**src/rtl/alu_share_ctrl_if.sv**
```systemverilog
// Bundle of requester, Alu and response signals around alu_share_ctrl.
// The stat_grant* counters exist only when ALU_SHARE_STATS_EN is defined.
interface alu_share_ctrl_if #(
  parameter int unsigned N = 8
);
  logic         req0_valid;
  logic         req0_ready;
  logic [2:0]   req0_f;
  logic [N-1:0] req0_a;
  logic [N-1:0] req0_b;

  logic         req1_valid;
  logic         req1_ready;
  logic [2:0]   req1_f;
  logic [N-1:0] req1_a;
  logic [N-1:0] req1_b;

  logic [2:0]   alu_f;
  logic [N-1:0] alu_a;
  logic [N-1:0] alu_b;
  logic [N-1:0] alu_y;
  logic         alu_cout;

  logic         rsp_valid;
  logic         rsp_ready;
  logic         rsp_id;
  logic [N-1:0] rsp_y;
  logic         rsp_cout;
  logic         rsp_err;

`ifdef ALU_SHARE_STATS_EN
  logic [15:0]  stat_grant0;
  logic [15:0]  stat_grant1;

  modport slave (
    input  req0_valid, req0_f, req0_a, req0_b,
    output req0_ready,
    input  req1_valid, req1_f, req1_a, req1_b,
    output req1_ready,
    output alu_f, alu_a, alu_b,
    input  alu_y, alu_cout,
    output rsp_valid, rsp_id, rsp_y, rsp_cout, rsp_err,
    input  rsp_ready,
    output stat_grant0, stat_grant1
  );

  modport master (
    output req0_valid, req0_f, req0_a, req0_b,
    input  req0_ready,
    output req1_valid, req1_f, req1_a, req1_b,
    input  req1_ready,
    input  alu_f, alu_a, alu_b,
    output alu_y, alu_cout,
    input  rsp_valid, rsp_id, rsp_y, rsp_cout, rsp_err,
    output rsp_ready,
    input  stat_grant0, stat_grant1
  );
`else
  modport slave (
    input  req0_valid, req0_f, req0_a, req0_b,
    output req0_ready,
    input  req1_valid, req1_f, req1_a, req1_b,
    output req1_ready,
    output alu_f, alu_a, alu_b,
    input  alu_y, alu_cout,
    output rsp_valid, rsp_id, rsp_y, rsp_cout, rsp_err,
    input  rsp_ready
  );

  modport master (
    output req0_valid, req0_f, req0_a, req0_b,
    input  req0_ready,
    output req1_valid, req1_f, req1_a, req1_b,
    input  req1_ready,
    input  alu_f, alu_a, alu_b,
    output alu_y, alu_cout,
    input  rsp_valid, rsp_id, rsp_y, rsp_cout, rsp_err,
    output rsp_ready
  );
`endif
endinterface

```
**src/rtl/alu_share_ctrl.sv**
```systemverilog
// Round-robin sequencer sharing one combinational Alu between two requesters.
// Define ALU_SHARE_STATS_EN to add saturating per-requester grant counters.
module alu_share_ctrl #(
  parameter int unsigned N = 8
) (
  input logic              clk,
  input logic              rst_n,
  alu_share_ctrl_if.slave  bus
);

  typedef enum logic [1:0] {StIdle, StExec, StResp} state_e;

  state_e       state_q, state_d;
  logic         last_grant_q, last_grant_d;
  logic         id_q, id_d;
  logic [2:0]   alu_f_q, alu_f_d;
  logic [N-1:0] alu_a_q, alu_a_d;
  logic [N-1:0] alu_b_q, alu_b_d;
  logic         rsp_valid_q, rsp_valid_d;
  logic         rsp_id_q, rsp_id_d;
  logic [N-1:0] rsp_y_q, rsp_y_d;
  logic         rsp_cout_q, rsp_cout_d;
  logic         rsp_err_q, rsp_err_d;

  logic grant0, grant1, idle;

  // On contention the requester that did not win last time is served.
  assign grant0 = bus.req0_valid & (~bus.req1_valid | last_grant_q);
  assign grant1 = bus.req1_valid & (~bus.req0_valid | ~last_grant_q);
  assign idle   = (state_q == StIdle);

  assign bus.req0_ready = rst_n & idle & grant0;
  assign bus.req1_ready = rst_n & idle & grant1;

  always_comb begin
    state_d      = state_q;
    last_grant_d = last_grant_q;
    id_d         = id_q;
    alu_f_d      = alu_f_q;
    alu_a_d      = alu_a_q;
    alu_b_d      = alu_b_q;
    rsp_valid_d  = rsp_valid_q;
    rsp_id_d     = rsp_id_q;
    rsp_y_d      = rsp_y_q;
    rsp_cout_d   = rsp_cout_q;
    rsp_err_d    = rsp_err_q;

    unique case (state_q)
      StIdle: begin
        if (grant0 || grant1) begin
          id_d         = grant1;
          last_grant_d = grant1;
          alu_f_d      = grant1 ? bus.req1_f : bus.req0_f;
          alu_a_d      = grant1 ? bus.req1_a : bus.req0_a;
          alu_b_d      = grant1 ? bus.req1_b : bus.req0_b;
          state_d      = StExec;
        end
      end
      StExec: begin
        rsp_valid_d = 1'b1;
        rsp_id_d    = id_q;
        if (alu_f_q == 3'd3) begin
          rsp_err_d  = 1'b1;
          rsp_y_d    = '0;
          rsp_cout_d = 1'b0;
        end else begin
          rsp_err_d  = 1'b0;
          rsp_y_d    = bus.alu_y;
          rsp_cout_d = bus.alu_cout;
        end
        state_d = StResp;
      end
      StResp: begin
        if (bus.rsp_ready) begin
          rsp_valid_d = 1'b0;
          state_d     = StIdle;
        end
      end
      default: state_d = StIdle;
    endcase
  end

  always_ff @(posedge clk) begin
    if (!rst_n) begin
      state_q      <= StIdle;
      last_grant_q <= 1'b1;
      id_q         <= 1'b0;
      alu_f_q      <= '0;
      alu_a_q      <= '0;
      alu_b_q      <= '0;
      rsp_valid_q  <= 1'b0;
      rsp_id_q     <= 1'b0;
      rsp_y_q      <= '0;
      rsp_cout_q   <= 1'b0;
      rsp_err_q    <= 1'b0;
    end else begin
      state_q      <= state_d;
      last_grant_q <= last_grant_d;
      id_q         <= id_d;
      alu_f_q      <= alu_f_d;
      alu_a_q      <= alu_a_d;
      alu_b_q      <= alu_b_d;
      rsp_valid_q  <= rsp_valid_d;
      rsp_id_q     <= rsp_id_d;
      rsp_y_q      <= rsp_y_d;
      rsp_cout_q   <= rsp_cout_d;
      rsp_err_q    <= rsp_err_d;
    end
  end

  assign bus.alu_f     = alu_f_q;
  assign bus.alu_a     = alu_a_q;
  assign bus.alu_b     = alu_b_q;
  assign bus.rsp_valid = rsp_valid_q;
  assign bus.rsp_id    = rsp_id_q;
  assign bus.rsp_y     = rsp_y_q;
  assign bus.rsp_cout  = rsp_cout_q;
  assign bus.rsp_err   = rsp_err_q;

`ifdef ALU_SHARE_STATS_EN
  logic [15:0] stat0_q, stat1_q;

  always_ff @(posedge clk) begin
    if (!rst_n) begin
      stat0_q <= '0;
      stat1_q <= '0;
    end else begin
      if (bus.req0_ready && (stat0_q != 16'hFFFF)) stat0_q <= stat0_q + 16'd1;
      if (bus.req1_ready && (stat1_q != 16'hFFFF)) stat1_q <= stat1_q + 16'd1;
    end
  end

  assign bus.stat_grant0 = stat0_q;
  assign bus.stat_grant1 = stat1_q;
`else
  // Statistics build option disabled: no counters.
`endif

endmodule

```
**src/flat_wrapper.sv**
```systemverilog
// flat-port wrapper written by rule: the top's interface ports become plain ports
module alu_share_ctrl_flat 
#(
  parameter int unsigned N = 8
)
  (clk, rst_n, bus_req0_valid, bus_req0_f, bus_req0_a, bus_req0_b, bus_req0_ready, bus_req1_valid, bus_req1_f, bus_req1_a, bus_req1_b, bus_req1_ready, bus_alu_f, bus_alu_a, bus_alu_b, bus_alu_y, bus_alu_cout, bus_rsp_valid, bus_rsp_id, bus_rsp_y, bus_rsp_cout, bus_rsp_err, bus_rsp_ready);
  alu_share_ctrl_if #(.N(N)) bus_i ();
  input logic clk;
  input logic rst_n;
  input wire logic [$bits(bus_i.req0_valid)-1:0] bus_req0_valid;
  input wire logic [$bits(bus_i.req0_f)-1:0] bus_req0_f;
  input wire logic [$bits(bus_i.req0_a)-1:0] bus_req0_a;
  input wire logic [$bits(bus_i.req0_b)-1:0] bus_req0_b;
  output wire logic [$bits(bus_i.req0_ready)-1:0] bus_req0_ready;
  input wire logic [$bits(bus_i.req1_valid)-1:0] bus_req1_valid;
  input wire logic [$bits(bus_i.req1_f)-1:0] bus_req1_f;
  input wire logic [$bits(bus_i.req1_a)-1:0] bus_req1_a;
  input wire logic [$bits(bus_i.req1_b)-1:0] bus_req1_b;
  output wire logic [$bits(bus_i.req1_ready)-1:0] bus_req1_ready;
  output wire logic [$bits(bus_i.alu_f)-1:0] bus_alu_f;
  output wire logic [$bits(bus_i.alu_a)-1:0] bus_alu_a;
  output wire logic [$bits(bus_i.alu_b)-1:0] bus_alu_b;
  input wire logic [$bits(bus_i.alu_y)-1:0] bus_alu_y;
  input wire logic [$bits(bus_i.alu_cout)-1:0] bus_alu_cout;
  output wire logic [$bits(bus_i.rsp_valid)-1:0] bus_rsp_valid;
  output wire logic [$bits(bus_i.rsp_id)-1:0] bus_rsp_id;
  output wire logic [$bits(bus_i.rsp_y)-1:0] bus_rsp_y;
  output wire logic [$bits(bus_i.rsp_cout)-1:0] bus_rsp_cout;
  output wire logic [$bits(bus_i.rsp_err)-1:0] bus_rsp_err;
  input wire logic [$bits(bus_i.rsp_ready)-1:0] bus_rsp_ready;
  assign bus_i.req0_valid = bus_req0_valid;
  assign bus_i.req0_f = bus_req0_f;
  assign bus_i.req0_a = bus_req0_a;
  assign bus_i.req0_b = bus_req0_b;
  assign bus_req0_ready = bus_i.req0_ready;
  assign bus_i.req1_valid = bus_req1_valid;
  assign bus_i.req1_f = bus_req1_f;
  assign bus_i.req1_a = bus_req1_a;
  assign bus_i.req1_b = bus_req1_b;
  assign bus_req1_ready = bus_i.req1_ready;
  assign bus_alu_f = bus_i.alu_f;
  assign bus_alu_a = bus_i.alu_a;
  assign bus_alu_b = bus_i.alu_b;
  assign bus_i.alu_y = bus_alu_y;
  assign bus_i.alu_cout = bus_alu_cout;
  assign bus_rsp_valid = bus_i.rsp_valid;
  assign bus_rsp_id = bus_i.rsp_id;
  assign bus_rsp_y = bus_i.rsp_y;
  assign bus_rsp_cout = bus_i.rsp_cout;
  assign bus_rsp_err = bus_i.rsp_err;
  assign bus_i.rsp_ready = bus_rsp_ready;
  alu_share_ctrl #(.N(N)) u_core (.clk(clk), .rst_n(rst_n), .bus(bus_i));
endmodule
```
**config.mk**
```make
export PLATFORM = sky130hd
export DESIGN_NAME = alu_share_ctrl_flat
export DESIGN_NICKNAME = d
export VERILOG_FILES = /design/src/rtl/alu_share_ctrl_if.sv /design/src/rtl/alu_share_ctrl.sv /design/src/flat_wrapper.sv
export SDC_FILE = /design/constraint.sdc
export NUM_CORES = 1
export LEC_CHECK = 0
export ABC_AREA = 0
export BUFFER_PORTS_ARGS = -buffer_cell sky130_fd_sc_hd__clkbuf_2
export CAP_MARGIN = 20
export CORE_UTILIZATION = 35
export DETAILED_ROUTE_END_ITERATION = 8
export HOLD_SLACK_MARGIN = 0.05
export PLACE_DENSITY = 0.74
export SLEW_MARGIN = 20
export SYNTH_ARGS = -nofsm -noshare
export SYNTH_HDL_FRONTEND = slang
export SYNTH_SLANG_ARGS = --single-unit
```
**constraint.sdc**
```tcl
create_clock -name clk -period 1.6 [get_ports clk]
set_clock_uncertainty 0.1 [all_clocks]
set_input_delay 0.08 -clock clk [delete_from_list [all_inputs] [get_ports clk]]
set_output_delay 0.08 -clock clk [all_outputs]
set_load 0.01 [all_outputs]
```
==> results of run 1 <==
-- path summary, 6_finish.rpt --
check	from	end	slack, ns	cells past startpoint
max	u_core.state_q[1]	bus_req0_ready	0.08	4
min	bus_req1_valid	u_core.last_grant_q	0.07	3
max reg2reg	u_core.last_grant_q	u_core.bus.alu_b[5]	0.14	3
min reg2reg	u_core.bus.rsp_err	u_core.bus.rsp_err	0.37	2
-- cells by family after synthesis --
kind of cell / after synthesis
compound gates: 60
buf+inv: 16
flops: 35
simple gates: 56
-- state kept, by name, summed over array words and instances, names as in the netlist --
| name | count |
|---|---|
| u_core.bus.rsp_err | 1 |
| u_core.bus.alu_f | 3 |
| u_core.state_q | 2 |
| u_core.bus.rsp_cout | 1 |
| u_core.bus.alu_b | 8 |
| u_core.bus.alu_a | 8 |
| u_core.last_grant_q | 1 |
| u_core.bus.rsp_id | 1 |
| u_core.bus.rsp_y | 8 |
| u_core.bus.rsp_valid | 1 |
| u_core.id_q | 1 |
-- routing by layer --
metal  vias up  part of all wire [%]  GRT usage (%)
li1        870                     -              -
met3        25                   6.0           5.67
met5         -                     0              0
met4         0                   4.7           16.9
met2        82                    51           38.5
met1       816                    39           21.6
-- critical path, delay by kind of cell (launching register included) --
kind,cells,cell delay (ns)
buffers and inverters,2,0.31
AOI/OAI and AO/OA,1,0.19
and+or+nand+nor,1,0.18
DFF,1,0.37
-- per-stage QoR --
step / instances / setup WS [ns]
3_5_place_dp: 294 / 0.186
3_3_place_gp: 294 / 0.255
4_1_cts: 351 / 0.0331
5_1_grt: 351 / 0.00288
6_report: 351 / 0.0757
2_1_floorplan: 167 / 0.289
-- cell usage in the layout (no fill, tap or decap), types with 4 or more instances in the layout --
cell / n
clkbuf_2: 84
dlygate4sd3_1: 49
nand2_1: 41
dfxtp_1: 35
a21oi_1: 24
a311oi_2: 10
a22o_1: 9
a311oi_1: 9
clkbuf_8: 5
buf_4: 5
and3_1: 4
-- power breakdown --
group          leakage, nW  internal, mW  switching [mW]
registers            0.289         0.961          0.0581
logic                0.855         0.310           0.301
clock network       0.0412         0.304           0.323
total                 1.18          1.57           0.683
-- cell type report --
cell class	count	area [um2]
Inverter	3	11.3
Clock inverter	2	12.5
Multi-Input combinational cell	116	734
Fill cell	366	1530
Timing Repair Buffer	139	960
Tap cell	50	62.6
Clock buffer	6	72.6
Sequential cell	35	701
-- repair_timing --
item,4_1_cts,5_1_grt
endpoints found under the hold margin,33,0
gates resized for setup,0,1
hold buffers,49,0
setup endpoints to repair,0,2
==> summary.txt, run 1 <==
Clocking
  • Longest Clk Path Bufs: 2
  • CTS Sinks: 35
  • CTS buffer count: 5
  • Setup Fix Bufs, Post-CTS: 0
  • Clk pin slew, worst setup/hold paths: 0.08 ns
  • H-tree depth: 2
  • CTS Root Cell: clkbuf_8
  • Clk Latency, worst-skew pair: 0.29 ns
  • CTS tree: done

Setup path
  • Critical-path cell list: nor2_2 > buf_6 > o2111a_1 > clkbuf_2
  • CP Class: flip-flop to primary output
  • CP startpoint kind: flip-flop
  • CP Max Fanout: 15
  • Max incr delay on CP: approximately 0.37 ns
  • Crit path required time: approximately 1.4 ns
  • Slowest CP cell: dfxtp_1
  • Worst setup EP type: primary output
  • WP data arrival: 1.34 ns

Yosys
  • Top cell type's share of synthesized area: 46.1%
  • Seq/Total Area, Yosys: a little under half
  • Adder-Cell Fraction of Synth Area: 0%
  • Synth Area in Compound Gates: 32.0%
  • Mux cell area share after synthesis: 0%
  • Top cells by area, synth: dfxtp_1, nand2_1, a311oi_2
  • Mapped Nets: between 200 and 250
  • Yosys cell types: 26
  • Synth Area per Inst: 9.10 um2
  • Synth Register Bits: 35
  • Cells after synthesis: 167
  • Commonest register cell after synthesis: dfxtp_1
  • Most frequent cell after synthesis: nand2_1
  • Largest family of logic cells by synthesized area: compound AO/OA/AOI/OAI gates
  • YS warnings: 0
  • Post-synthesis xor/xnor area fraction: 0%
  • EDFF count, synth: 0
  • Cell taking the most area after synthesis: dfxtp_1
  • Commonest cells post-synth: nand2_1, dfxtp_1, a21oi_1, a311oi_2
  • Post-synth ARST share: 0%
  • Synthesized area: around 1500 um2
  • Synth Area in Simple Gates: 16.3%

Die
  • Starting Density: 37.2%
  • Placement Rows: 23
  • Die width: 67.9 um
  • Die Y-Extent: 67.9 um
  • Die area: 4610 um2
  • Core area: 4090 um2
  • IO Pins: 85

Layout
  • ANT cells: 0
  • Final Util: 62.5%
  • # nets final: 352
  • Share of cells above drive strength 1: 37.2%
  • Area growth from synthesis to layout: 68.1%
  • Final instance area: between 2000 and 3000 um2

Pwr
  • P_leak: 1.18 nW
  • Power density over cell area: between 800 and 900 nW/um2
  • Maximum VDD drop: around 510 uV
  • Pwr Total: approximately 2.3 mW

Hold path
  • Tightest Hold Check Type: primary input to flip-flop

Timing
  • Fmax: 656 MHz
  • Total negative slack: 0 ns
  • Period utilization: a little over nine tenths
  • Worst slew margin: 61.0%
  • Slew @ Worst Pin: just under 0.6 ns
  • Final Setup Violations: 0
  • RSZ-0062 raised after global routing: no
  • Final hold vios: 0
  • WHS: between 0.06 and 0.07 ns
  • Crit path time final: 1.52 ns
  • Max-slew violation count: 0

Route
  • Vias: roughly 1800
  • Drt drc: 0
  • DRT Pass-1 Iters: 4
  • Detailed-route wire length: roughly 5000 um
  • Initial DRC count: 69
  • Routed Antenna Nets: 0
  • WL per Instance: roughly 14 um
  • Number of vias per cell: 5.11

Global routing
  • Pin count of the biggest net entering global routing: 22
  • Wire length of the first global-routing pass: 7340 um
  • Number of global-route vias before repair: 1719
  • GRT Util Overall: ~22%
  • Residual overflow from global routing: 0
  • Initial antenna violation count: 0

Place
  • Post-DP HPWL: 2850 um
  • PortBufs: 84
  • Placer Congestion: ~0.77
  • Dpl cell area: 1970 um2

Status
  • Status: completed

Flow run
  • Maxcap violations: 0
Note: power is estimated with default switching activity, not from simulation.
==> inputs of run 2 (changes only) <==
Settings changed: ABC_AREA 0 to unset, REMOVE_ABC_BUFFERS set to 1.
==> run 2 against run 1 <==
  * Total power grew 3.2%
  * Sequential share of layout area shrank 0.17 points
  * Global-route usage shrank 1.6 points
  * Cell count is the same
  * Cell area grew 0.64%
  * Hold slack lost 0.0069 ns
  * Critical path type is now flip-flop to flip-flop
  * Largest power group unchanged
  * Highest routed layer unchanged
==> summary.txt, run 2 (synthesized netlist as in run 1, its figures left out) <==
Global routing
  • Residual overflow from global routing: 0
  • Initial antenna violation count: 0
  • Wire length of the first global-routing pass: between 6000 and 7000 um
  • Pin count of the biggest net entering global routing: 23
  • GRT Util Overall: 20.2%
  • Number of global-route vias before repair: 1602

Timing
  • Crit path time final: around 1.5 ns
  • Final hold vios: 0
  • Worst slew margin: 62.1%
  • Final Setup Violations: 0
  • Fmax: 667 MHz
  • RSZ-0062 raised after global routing: no
  • Max-slew violation count: 0
  • Slew @ Worst Pin: roughly 0.57 ns
  • Period utilization: 93.7%

Setup path
  • CP Class: flip-flop to flip-flop
  • Crit path required time: 1.72 ns
  • Reg2reg path depth: 3
  • CP startpoint kind: flip-flop
  • CP Max Fanout: 9
  • Worst setup EP type: flip-flop
  • WP data arrival: 1.62 ns

Layout
  • Most common cell after layout, fill and taps aside: clkbuf_2
  • Fin cells: 351
  • ANT cells: 0
  • FILL cells: 361
  • Area growth from synthesis to layout: 69.2%
  • Final Util: 62.9%
  • Share of cells above drive strength 1: 37.2%
  • Most frequent cells in the layout: clkbuf_2, dlygate4sd3_1, nand2_1
  • Sequential Area: roughly 700 um2
  • # nets final: 352
  • Multi-input logic area: 739 um2

Clocking
  • Longest Clk Path Bufs: 2
  • CTS buffer count: 5
  • H-tree depth: 2
  • CTS Sinks: 35
  • Clk pin slew, worst setup/hold paths: 0.07 ns
  • CTS Root Cell: clkbuf_8
  • Setup Fix Bufs, Post-CTS: 0
  • Clk Latency, worst-skew pair: around 0.28 ns
  • CTS tree: done

Die
  • Die Y-Extent: 67.9 um
  • Starting Density: 37.2%
  • Placement Rows: 23
  • Die width: 67.9 um
  • Die area: around 4600 um2
  • IO Pins: 85
  • Core area: 4090 um2

Place
  • Post-DP HPWL: 2820 um
  • Placer Congestion: between 0.7 and 0.8
  • Placed Cells: 294
  • PortBufs: 84

Route
  • Detailed-route wire length: 4740 um
  • Initial DRC count: 40
  • Vias: around 1700
  • Drt drc: 0
  • Number of vias per cell: 4.91
  • Routed Antenna Nets: 0
  • DRT Pass-1 Iters: 4
  • WL per Instance: ~14 um

Pwr
  • Maximum VDD drop: around 600 uV
  • P_leak: 1.20 nW
  • Power density over cell area: 906 nW/um2

Hold path
  • Worst Hold Path Cells: 3
  • Tightest Hold Check Type: primary input to flip-flop

Status
  • Status: completed

Flow run
  • Maxcap violations: 0
[run 2: critical path: stages (launching register included)]
cell and delay (ns):
dfxtp_1 0.47, nor2b_2 0.28, and3_1 0.38, a22o_1 0.20
[run 2: worst paths after layout]
path / startpoint / slack, ns / endpoint
hold / removal: bus_req1_valid / 0.06 / u_core.last_grant_q
setup / recovery: u_core.state_q[0] / 0.10 / u_core.bus.rsp_y[5]
setup reg to reg: u_core.state_q[0] / 0.10 / u_core.bus.rsp_y[5]
hold reg to reg: u_core.id_q / 0.36 / u_core.bus.rsp_id
[run 2: final cells by class]
class / count / area share [%]
well taps: 50 / 2.43
multi-input cells: 116 / 28.8
repair buffers: 139 / 37.2
inverters: 3 / 0.438
flip-flops and latches: 35 / 27.3
clock buffers: 8 / 3.89
[run 2: repair_timing]
action                                  4_1_cts  5_1_grt
hold endpoints to repair                     33        0
gates resized for setup                       0        1
hold buffers                                 49        0
endpoints found under the setup margin        0        1
[run 2: layer usage]
| layer | GRT usage (%) | wire, um | up-vias |
|---|---|---|---|
| met5 | 0 | 0 | - |
| met1 | 21.2 | 2010 | 774 |
| met4 | 8.33 | 79 | 0 |
| met2 | 38.0 | 2410 | 62 |
| met3 | 4.83 | 244 | 11 |
| li1 | - | - | 876 |
[run 2: per-stage QoR]
| stage | TNS [ns] | total power, mW | setup slack, ns | area [um2] | hold WS (ns) |
|---|---|---|---|---|---|
| after floorplan | -0.453 | 1.32 | -0.0263 | 1450 | 0.0562 |
| after global placement | 0 | 1.54 | 0.204 | 1970 | 0.204 |
| after detailed placement | 0 | 1.54 | 0.164 | 1970 | 0.210 |
| after CTS | 0 | 2.33 | 0.0480 | 2560 | 0.0642 |
| after global routing | 0 | 2.45 | 0.00738 | 2570 | 0.0952 |
| final | 0 | 2.33 | 0.102 | 2570 | 0.0619 |
[run 2: where the power goes]
group	internal [mW]	switching (mW)	leakage [nW]
registers	0.961	0.0589	0.289
logic	0.311	0.298	0.855
clock network	0.393	0.307	0.0515
total	1.67	0.664	1.20
